[src/rtl/md_pkg.sv]
// md_pkg -- shared definitions for the mult/div sequencer.
//
// Holds the sequencer state encoding, the architectural constants used on
// the exception writeback path (status register and exception codes), and
// the WAIT-cycle limit used when the optional timeout (MD_TIMEOUT_EN) is built.
package md_pkg;

    typedef enum logic [1:0] {
        ST_IDLE  = 2'd0,
        ST_START = 2'd1,
        ST_WAIT  = 2'd2,
        ST_DONE  = 2'd3
    } md_state_t;

    localparam logic [4:0]  RSTATUS_REG = 5'd30;
    localparam logic [31:0] EXC_MULT    = 32'd4;
    localparam logic [31:0] EXC_DIV     = 32'd5;

    localparam int MD_TIMEOUT = 64;
    localparam int TIMEOUT_W  = $clog2(MD_TIMEOUT);

    // Exception code written to the status register for the latched op.
    function automatic logic [31:0] exc_code(input logic isDiv);
        return isDiv ? EXC_DIV : EXC_MULT;
    endfunction

endpackage

[src/rtl/md_timeout_counter.sv]
// md_timeout_counter -- counts WAIT cycles of the mult/div sequencer.
//
// Only instantiated when MD_TIMEOUT_EN is defined.
//
// Ports:
//   clock       in   system clock
//   reset       in   synchronous active-high reset
//   clear_i     in   zero the count (sequencer entering START)
//   count_en_i  in   sequencer is in WAIT this cycle
//   expired_o   out  this WAIT cycle is the MD_TIMEOUT-th one
module md_timeout_counter
    import md_pkg::*;
(
    input  logic clock,
    input  logic reset,
    input  logic clear_i,
    input  logic count_en_i,
    output logic expired_o
);

    localparam logic [TIMEOUT_W-1:0] LAST_COUNT = TIMEOUT_W'(MD_TIMEOUT - 1);
    localparam logic [TIMEOUT_W-1:0] ONE        = TIMEOUT_W'(1);

    logic [TIMEOUT_W-1:0] count_q;
    logic [TIMEOUT_W-1:0] count_d;

    // The count holds the number of WAIT cycles already completed, so it
    // reads MD_TIMEOUT-1 during the MD_TIMEOUT-th WAIT cycle. It saturates
    // there because the sequencer always leaves WAIT on that cycle.
    always_comb begin
        count_d = count_q;
        if (clear_i) begin
            count_d = '0;
        end else if (count_en_i && (count_q != LAST_COUNT)) begin
            count_d = count_q + ONE;
        end
    end

    always_ff @(posedge clock) begin
        if (reset) begin
            count_q <= '0;
        end else begin
            count_q <= count_d;
        end
    end

    assign expired_o = count_en_i && (count_q == LAST_COUNT);

endmodule

[src/rtl/md_sequencer.sv]
// md_sequencer -- issues a single mult/div to the multdiv unit, stalls the
// front of the pipeline while it runs, and produces a one-cycle writeback.
//
// Optional feature: define MD_TIMEOUT_EN to abandon an op after MD_TIMEOUT
// WAIT cycles without md_ready; the op then writes back through the
// exception path.
//
// Ports:
//   clock, reset                 system clock, synchronous active-high reset
//   issue_valid/mult/div         execute stage offers a mult or div
//   issue_a, issue_b, issue_rd   operands and destination of the offered op
//   flush                        abort the in-flight op
//   md_result/exception/ready    response from the multdiv unit
//   ctrl_MULT, ctrl_DIV          one-cycle start pulse to the multdiv unit
//   md_opA, md_opB               latched operands for the multdiv unit
//   stall                        freeze PC/FD, bubble into DX
//   wb_valid, wb_reg, wb_data    one-cycle writeback request
//   busy                         sequencer is not IDLE
module md_sequencer
    import md_pkg::*;
(
    input  logic        clock,
    input  logic        reset,
    input  logic        issue_valid,
    input  logic        issue_mult,
    input  logic        issue_div,
    input  logic [31:0] issue_a,
    input  logic [31:0] issue_b,
    input  logic [4:0]  issue_rd,
    input  logic        flush,
    input  logic [31:0] md_result,
    input  logic        md_exception,
    input  logic        md_ready,
    output logic        ctrl_MULT,
    output logic        ctrl_DIV,
    output logic [31:0] md_opA,
    output logic [31:0] md_opB,
    output logic        stall,
    output logic        wb_valid,
    output logic [4:0]  wb_reg,
    output logic [31:0] wb_data,
    output logic        busy
);

    md_state_t   state_q,  state_d;
    logic [31:0] opA_q,    opA_d;
    logic [31:0] opB_q,    opB_d;
    logic [4:0]  rd_q,     rd_d;
    logic        isDiv_q,  isDiv_d;
    logic [31:0] result_q, result_d;
    logic        exc_q,    exc_d;
    logic        timeoutHit;

`ifdef MD_TIMEOUT_EN
    // Cleared on the edge that enters START so the first WAIT cycle sees 0.
    md_timeout_counter u_timeout (
        .clock      (clock),
        .reset      (reset),
        .clear_i    ((state_q == ST_IDLE) && (state_d == ST_START)),
        .count_en_i (state_q == ST_WAIT),
        .expired_o  (timeoutHit)
    );
`else
    assign timeoutHit = 1'b0;
`endif

    // Next-state logic. An op is captured only from IDLE, so an issue held
    // during a running op is first sampled in the IDLE cycle after DONE.
    // A mult+div request resolves to mult. Flush wins over md_ready and the
    // timeout; a timeout forces the exception writeback.
    always_comb begin
        state_d  = state_q;
        opA_d    = opA_q;
        opB_d    = opB_q;
        rd_d     = rd_q;
        isDiv_d  = isDiv_q;
        result_d = result_q;
        exc_d    = exc_q;

        case (state_q)
            ST_IDLE: begin
                if (issue_valid && (issue_mult || issue_div)) begin
                    state_d = ST_START;
                    opA_d   = issue_a;
                    opB_d   = issue_b;
                    rd_d    = issue_rd;
                    isDiv_d = !issue_mult;
                end
            end
            ST_START: begin
                state_d = flush ? ST_IDLE : ST_WAIT;
            end
            ST_WAIT: begin
                if (flush) begin
                    state_d = ST_IDLE;
                end else if (md_ready) begin
                    state_d  = ST_DONE;
                    result_d = md_result;
                    exc_d    = md_exception;
                end else if (timeoutHit) begin
                    state_d  = ST_DONE;
                    result_d = '0;
                    exc_d    = 1'b1;
                end
            end
            ST_DONE: begin
                state_d = ST_IDLE;
            end
            default: begin
                state_d = ST_IDLE;
            end
        endcase
    end

    always_ff @(posedge clock) begin
        if (reset) begin
            state_q  <= ST_IDLE;
            opA_q    <= '0;
            opB_q    <= '0;
            rd_q     <= '0;
            isDiv_q  <= 1'b0;
            result_q <= '0;
            exc_q    <= 1'b0;
        end else begin
            state_q  <= state_d;
            opA_q    <= opA_d;
            opB_q    <= opB_d;
            rd_q     <= rd_d;
            isDiv_q  <= isDiv_d;
            result_q <= result_d;
            exc_q    <= exc_d;
        end
    end

    // Outputs are decoded from the registered state. The start pulse and
    // the writeback are suppressed in a cycle where flush is asserted so an
    // aborted op never starts the unit or reaches the register file.
    // The writeback is visible in the DONE cycle and is taken by the
    // register file on the edge that ends it, N+2 edges after the issue edge.
    always_comb begin
        ctrl_MULT = (state_q == ST_START) && !isDiv_q && !flush;
        ctrl_DIV  = (state_q == ST_START) &&  isDiv_q && !flush;
        stall     = (state_q == ST_START) || (state_q == ST_WAIT);
        busy      = (state_q != ST_IDLE);
        wb_valid  = (state_q == ST_DONE) && !flush;
        wb_reg    = '0;
        wb_data   = '0;
        if (state_q == ST_DONE) begin
            wb_reg  = exc_q ? RSTATUS_REG : rd_q;
            wb_data = exc_q ? exc_code(isDiv_q) : result_q;
        end
    end

    assign md_opA = opA_q;
    assign md_opB = opB_q;

endmodule

[config.mk]
export PLATFORM = sky130hd
export DESIGN_NAME = md_sequencer
export DESIGN_NICKNAME = d
export VERILOG_FILES = /design/src/rtl/md_pkg.sv /design/src/rtl/md_timeout_counter.sv /design/src/rtl/md_sequencer.sv
export SDC_FILE = /design/constraint.sdc
export NUM_CORES = 1
export LEC_CHECK = 0
export BUFFER_PORTS_ARGS = -buffer_cell sky130_fd_sc_hd__buf_2
export CORE_MARGIN = 4
export CORE_UTILIZATION = 25
export DETAILED_ROUTE_END_ITERATION = 7
export GPL_TIMING_DRIVEN = 0
export SLEW_MARGIN = 20
export SYNTH_ARGS = -nofsm -noshare
export SYNTH_HDL_FRONTEND = slang
export SYNTH_SLANG_ARGS = --single-unit
[constraint.sdc]
create_clock -name clock -period 2.6 [get_ports clock]
set_input_delay 0.13 -clock clock [delete_from_list [all_inputs] [get_ports clock]]
set_output_delay 0.13 -clock clock [all_outputs]
set_load 0.05 [all_outputs]
# Word level (Yosys, flattened, before mapping)

Cells that the tools add are included.

Register bits: 105

Mux-type cells: 10
Eq/ne operators: 5
Bitwise operators: 1
Reductions and logical operators: 16

Operators with widths:

| cell               | number |
|---|---|
| $mux 32            | 2 |
| $mux 5             | 2 |
| $mux 2             | 4 |
| $pmux 2 s4         | 1 |
| $logic_and 1x1->1  | 6 |
| $eq 2x2->1 const B | 2 |
| $reduce_and 2->1   | 2 |
| $logic_not 1->1    | 3 |
| $ne 3x3->1 const B | 1 |
| $reduce_and 3->1   | 1 |
| $eq 2x1->1 const B | 1 |
| $logic_not 2->1    | 1 |
| $logic_or 1x1->1   | 2 |
| $ne 2x2->1 const B | 1 |
| $reduce_bool 2->1  | 1 |
| $mux 1             | 1 |
| $not 1->1          | 1 |

# Longest topological paths before layout

Depth in word-level cells: 4
Mapped depth: 7
Mapped depth without buffers: 5

# Worst setup path before layout

No wires, ideal clock.

Path type: reg-to-output
From: register state_q[1]
To: output ctrl_MULT
Buffers on the path: 0
Stages on the path, launching flop included: 4
Slack: 762 ps
Arrival: 1708 ps
Data required time: 2470 ps
Path through: dfxtp_1 -> inv_1 -> ha_1 -> nor3b_1

Word-level cells in the longest chain between the ends: 3

Ends and longest elaborated chain:

| element                         | RTL line            | text |
|---|---|---|
| start: declaration              | md_sequencer.sv:45  | `md_state_t state_q, state_d;` |
| start signal: assignment        | md_sequencer.sv:125 | `state_q <= state_d;` |
| $eq 2x1->1                      | md_sequencer.sv:141 | `ctrl_MULT = (state_q == ST_START) && !isDiv_q && !flush;` |
| $logic_and 1x1->1 (2 in series) | md_sequencer.sv:141 |  |
| end: declaration                | md_sequencer.sv:34  | `output logic ctrl_MULT,` |

No other way between the ends.

# Final worst setup path

From: register state_q[0]
To: output wb_data[29]

Word-level cells in the longest chain between the ends: 2

Ends and longest elaborated chain:

| element          | RTL line            | text |
|---|---|---|
| $eq 2x2->1       | md_sequencer.sv:148 | `if (state_q == ST_DONE) begin` |
| $mux 32          | md_sequencer.sv:148 |  |
| end: declaration | md_sequencer.sv:41  | `output logic [31:0] wb_data,` |

No other way between the ends.

==> qor.yml <==
finalInstanceArea_um2: 5959
antenna_found_initial: 1
cts.sinks: 105
port_buffers: 213
cts-root-buf: "clkbuf_16"
drtAntennaViolNets: 0
die_x_um: 135.1
finalPower_mw: 4.004
fmax_mhz: 423.3
post-route-period-util_pct: 90.86
die_h_um: 135.1
cp.required_ns: 2.47
cts_max_level: 3
synth_seq_cells: 105
dr.pass1.iters: 4
avgRoutedWirePerCell_um: 13.37
crit_type: "flop to primary output"
p_leak_nw: 2.744
end_kind: "primary output"
seqCellArea_um2: 2102
totalWireLength_mm: 13.14
rows: 46
worstPathCellList: "ha_1 -> nor2b_1 -> clkbuf_1 -> and2_1 -> buf_2"
slew_violations: 0
finalSetupViolCount: 0
hold_path_class: "input port to flop"
cp_slowest_cell: "dfxtp_1"
dp_hpwl_mm: 9.735
viasPerCell: 4.199
drv_cap: 0
skew_ns: 0.007900
grt_pass1_wl_mm: 20.09
dieArea_um2: 18240
first_global_vias: 3877
postCtsSetupBuffers: 0
arrival_ns: 2.23
num_antenna_cells: 0
synthTopCellsByArea: "dfxtp_1 52%, nand2_1 19%, a21oi_1 13%, and2_1 4.8%, buf_4 2.0%"
path_buf_inv: 2
grt_max_degree: 19
rsz0062_at_grt: "no"
fin_crit_ns: 2.362
multi_input_area_um2: 1715
yosysSeqAreaShare_pct: 52.08
drc: 0
syn_area_um2: 4036
core_area_um2: 15830
initial_core_util_pct: 25.50
cellPowerDensity_nw_per_um2: 671.9
cts_buffer_depth: 2
netlist_instances: 512
grt-ovfl-total: 0
synth_top_area_cell: "dfxtp_1"
path_clk_slew_ns: 0.08
tns_ns: 0
slew_headroom_pct: 60.91
cts_tree: "done"
yosys.cell_types.count: 26
drt_iter0_markers: 102
cp_max_fo: 10
num_io_pins: 215
layout-drive-gt1-share_pct: 33.38
place.gp.congestion: 0.7449
syn_nets: 625
hold-worst-slack_ns: 0.01525
crit_family: "buffers and inverters"
n_fill_cell: 1670
vias: 4128
cts_buffers: 9
slowest_delay_ns: 0.40
grt_usage_pct: 13.90
yosysWarnings: 0
peakVddDrop_v: 0.0003854
clk-insertion-delay-late_ns: 0.35
critPathLaunchType: "flop"
final_nets: 875
outcome: "completed"
syn_to_final_growth_pct: 47.64
finalHoldViolCount: 0
place_area_um2: 5373
yosysTopAreaCellShare_pct: 52.08
tightest_slew_ns: 0.5863
syn_area_per_cell_um2: 7.884
## synthesized netlist by cell type (all sizes together)
| library cell | instances |
|---|---|
| o21a | 6 |
| mux2i | 2 |
| nand2b | 1 |
| or4 | 1 |
| nor2 | 1 |
| inv | 3 |
| o31ai | 1 |
| a2bb2oi | 1 |
| o21ai | 1 |
| nand3b | 1 |
| ha | 4 |
| clkbuf | 12 |
| and3b | 2 |
| o211a | 1 |
| o211ai | 1 |
| a211oi | 1 |
| nor2b | 3 |
| and2 | 31 |
| nor3b | 1 |
| dfxtp | 105 |
| a21oi | 103 |
| nand2 | 204 |
| buf | 26 |
## cells in the final DEF, fill, tap and decap left out
cell and count:
clkbuf_1 12, clkinvlp_4 1, buf_6 1, bufinv_16 2, dlygate4sd3_1 26, nor2_1 1
nor3b_1 1, nand2_1 204, a211oi_2 1, o211ai_2 1, nand3b_1 1, o21ai_0 1
buf_1 1, a2bb2oi_1 1, o31ai_1 1, buf_4 11, o211a_1 1, a21oi_1 103
inv_6 2, or4_1 1, nor2b_1 3, dfxtp_1 105, inv_8 1, buf_2 226
and2_1 31, inv_1 3, nand2b_1 1, o21a_1 6, clkinv_2 1, mux2i_1 2
ha_1 4, clkbuf_16 9, and3b_1 2
## worst reg2reg max path: stages, from the launching register on
cell and delay, ns:
dfxtp_1 0.40, inv_1 0.08, ha_1 0.27, o211ai_2 0.19
buf_4 0.27, buf_6 0.16, nand2_1 0.06, a21oi_1 0.14
## where the power goes
part / leakage (nW) / total [mW] / switching, mW / internal [mW]
combinational: 1.73 / 0.770 / 0.535 / 0.235
clock: 0.158 / 1.50 / 0.645 / 0.857
sequential: 0.855 / 1.73 / 0.0406 / 1.69
total: 2.74 / 4.00 / 1.22 / 2.78
## area by class of cell
class                           instances  area share [%]
Buffer                                 38           3.485
Clock buffer                            9           3.779
Multi-Input combinational cell        366           28.78
Timing Repair Buffer                  239           22.25
Inverter                                3          0.1890
Tap cell                              216           4.535
Sequential cell                       105           35.27
Clock inverter                          7           1.701
## layer usage
layer  up-vias  part of all wire, %  GRT usage (%)
met5         -                0.084              0
met4         2                  2.9          5.991
met3        29                  7.4          4.359
met2       130                   47          22.35
met1      1829                   43          17.22
li1       2138                    -              -
## per-stage QoR
stage,worst slack (ns),util (%),instances
3_5_place_dp,0.5461,33.94,941
6_report,0.2377,37.65,983
5_1_grt,0.02380,37.65,983
3_3_place_gp,0.5912,33.94,941
4_1_cts,0.1617,37.65,983
2_1_floorplan,0.7615,-,512
## state kept, by name, indices dropped and copies added, names as in the netlist
| name | count |
|---|---|
| rd_q | 5 |
| md_opA | 32 |
| md_opB | 32 |
| exc_q | 1 |
| result_q | 32 |
| state_q | 2 |
| isDiv_q | 1 |
## repair_timing
action,4_1_cts,5_1_grt
resized for setup,0,0
hold buffers,26,0
hold endpoints to repair,26,0
## kinds of logic (layout without fill, tap and decap cells)
logic type | Yosys count | after routing | share of synthesized area, %
flops | 105 | 105 | 52.08
compound gates | 115 | 115 | 15.28
fa+ha+maj | 4 | 4 | 1.240
mux | 2 | 2 | 0.4960
buf+inv | 41 | 296 | 5.424
simple gates | 245 | 245 | 25.48
## worst paths after layout
check / startpoint / depth (start not counted) / slack (ns) / end
setup reg to reg: state_q[0] / 7 / 0.96 / md_opB[30]
hold reg to reg: result_q[29] / 2 / 0.45 / result_q[29]
setup / recovery: state_q[0] / 5 / 0.24 / wb_data[29]
hold / removal: md_result[13] / 3 / 0.02 / result_q[13]
Power figures use the tool's default switching activity.
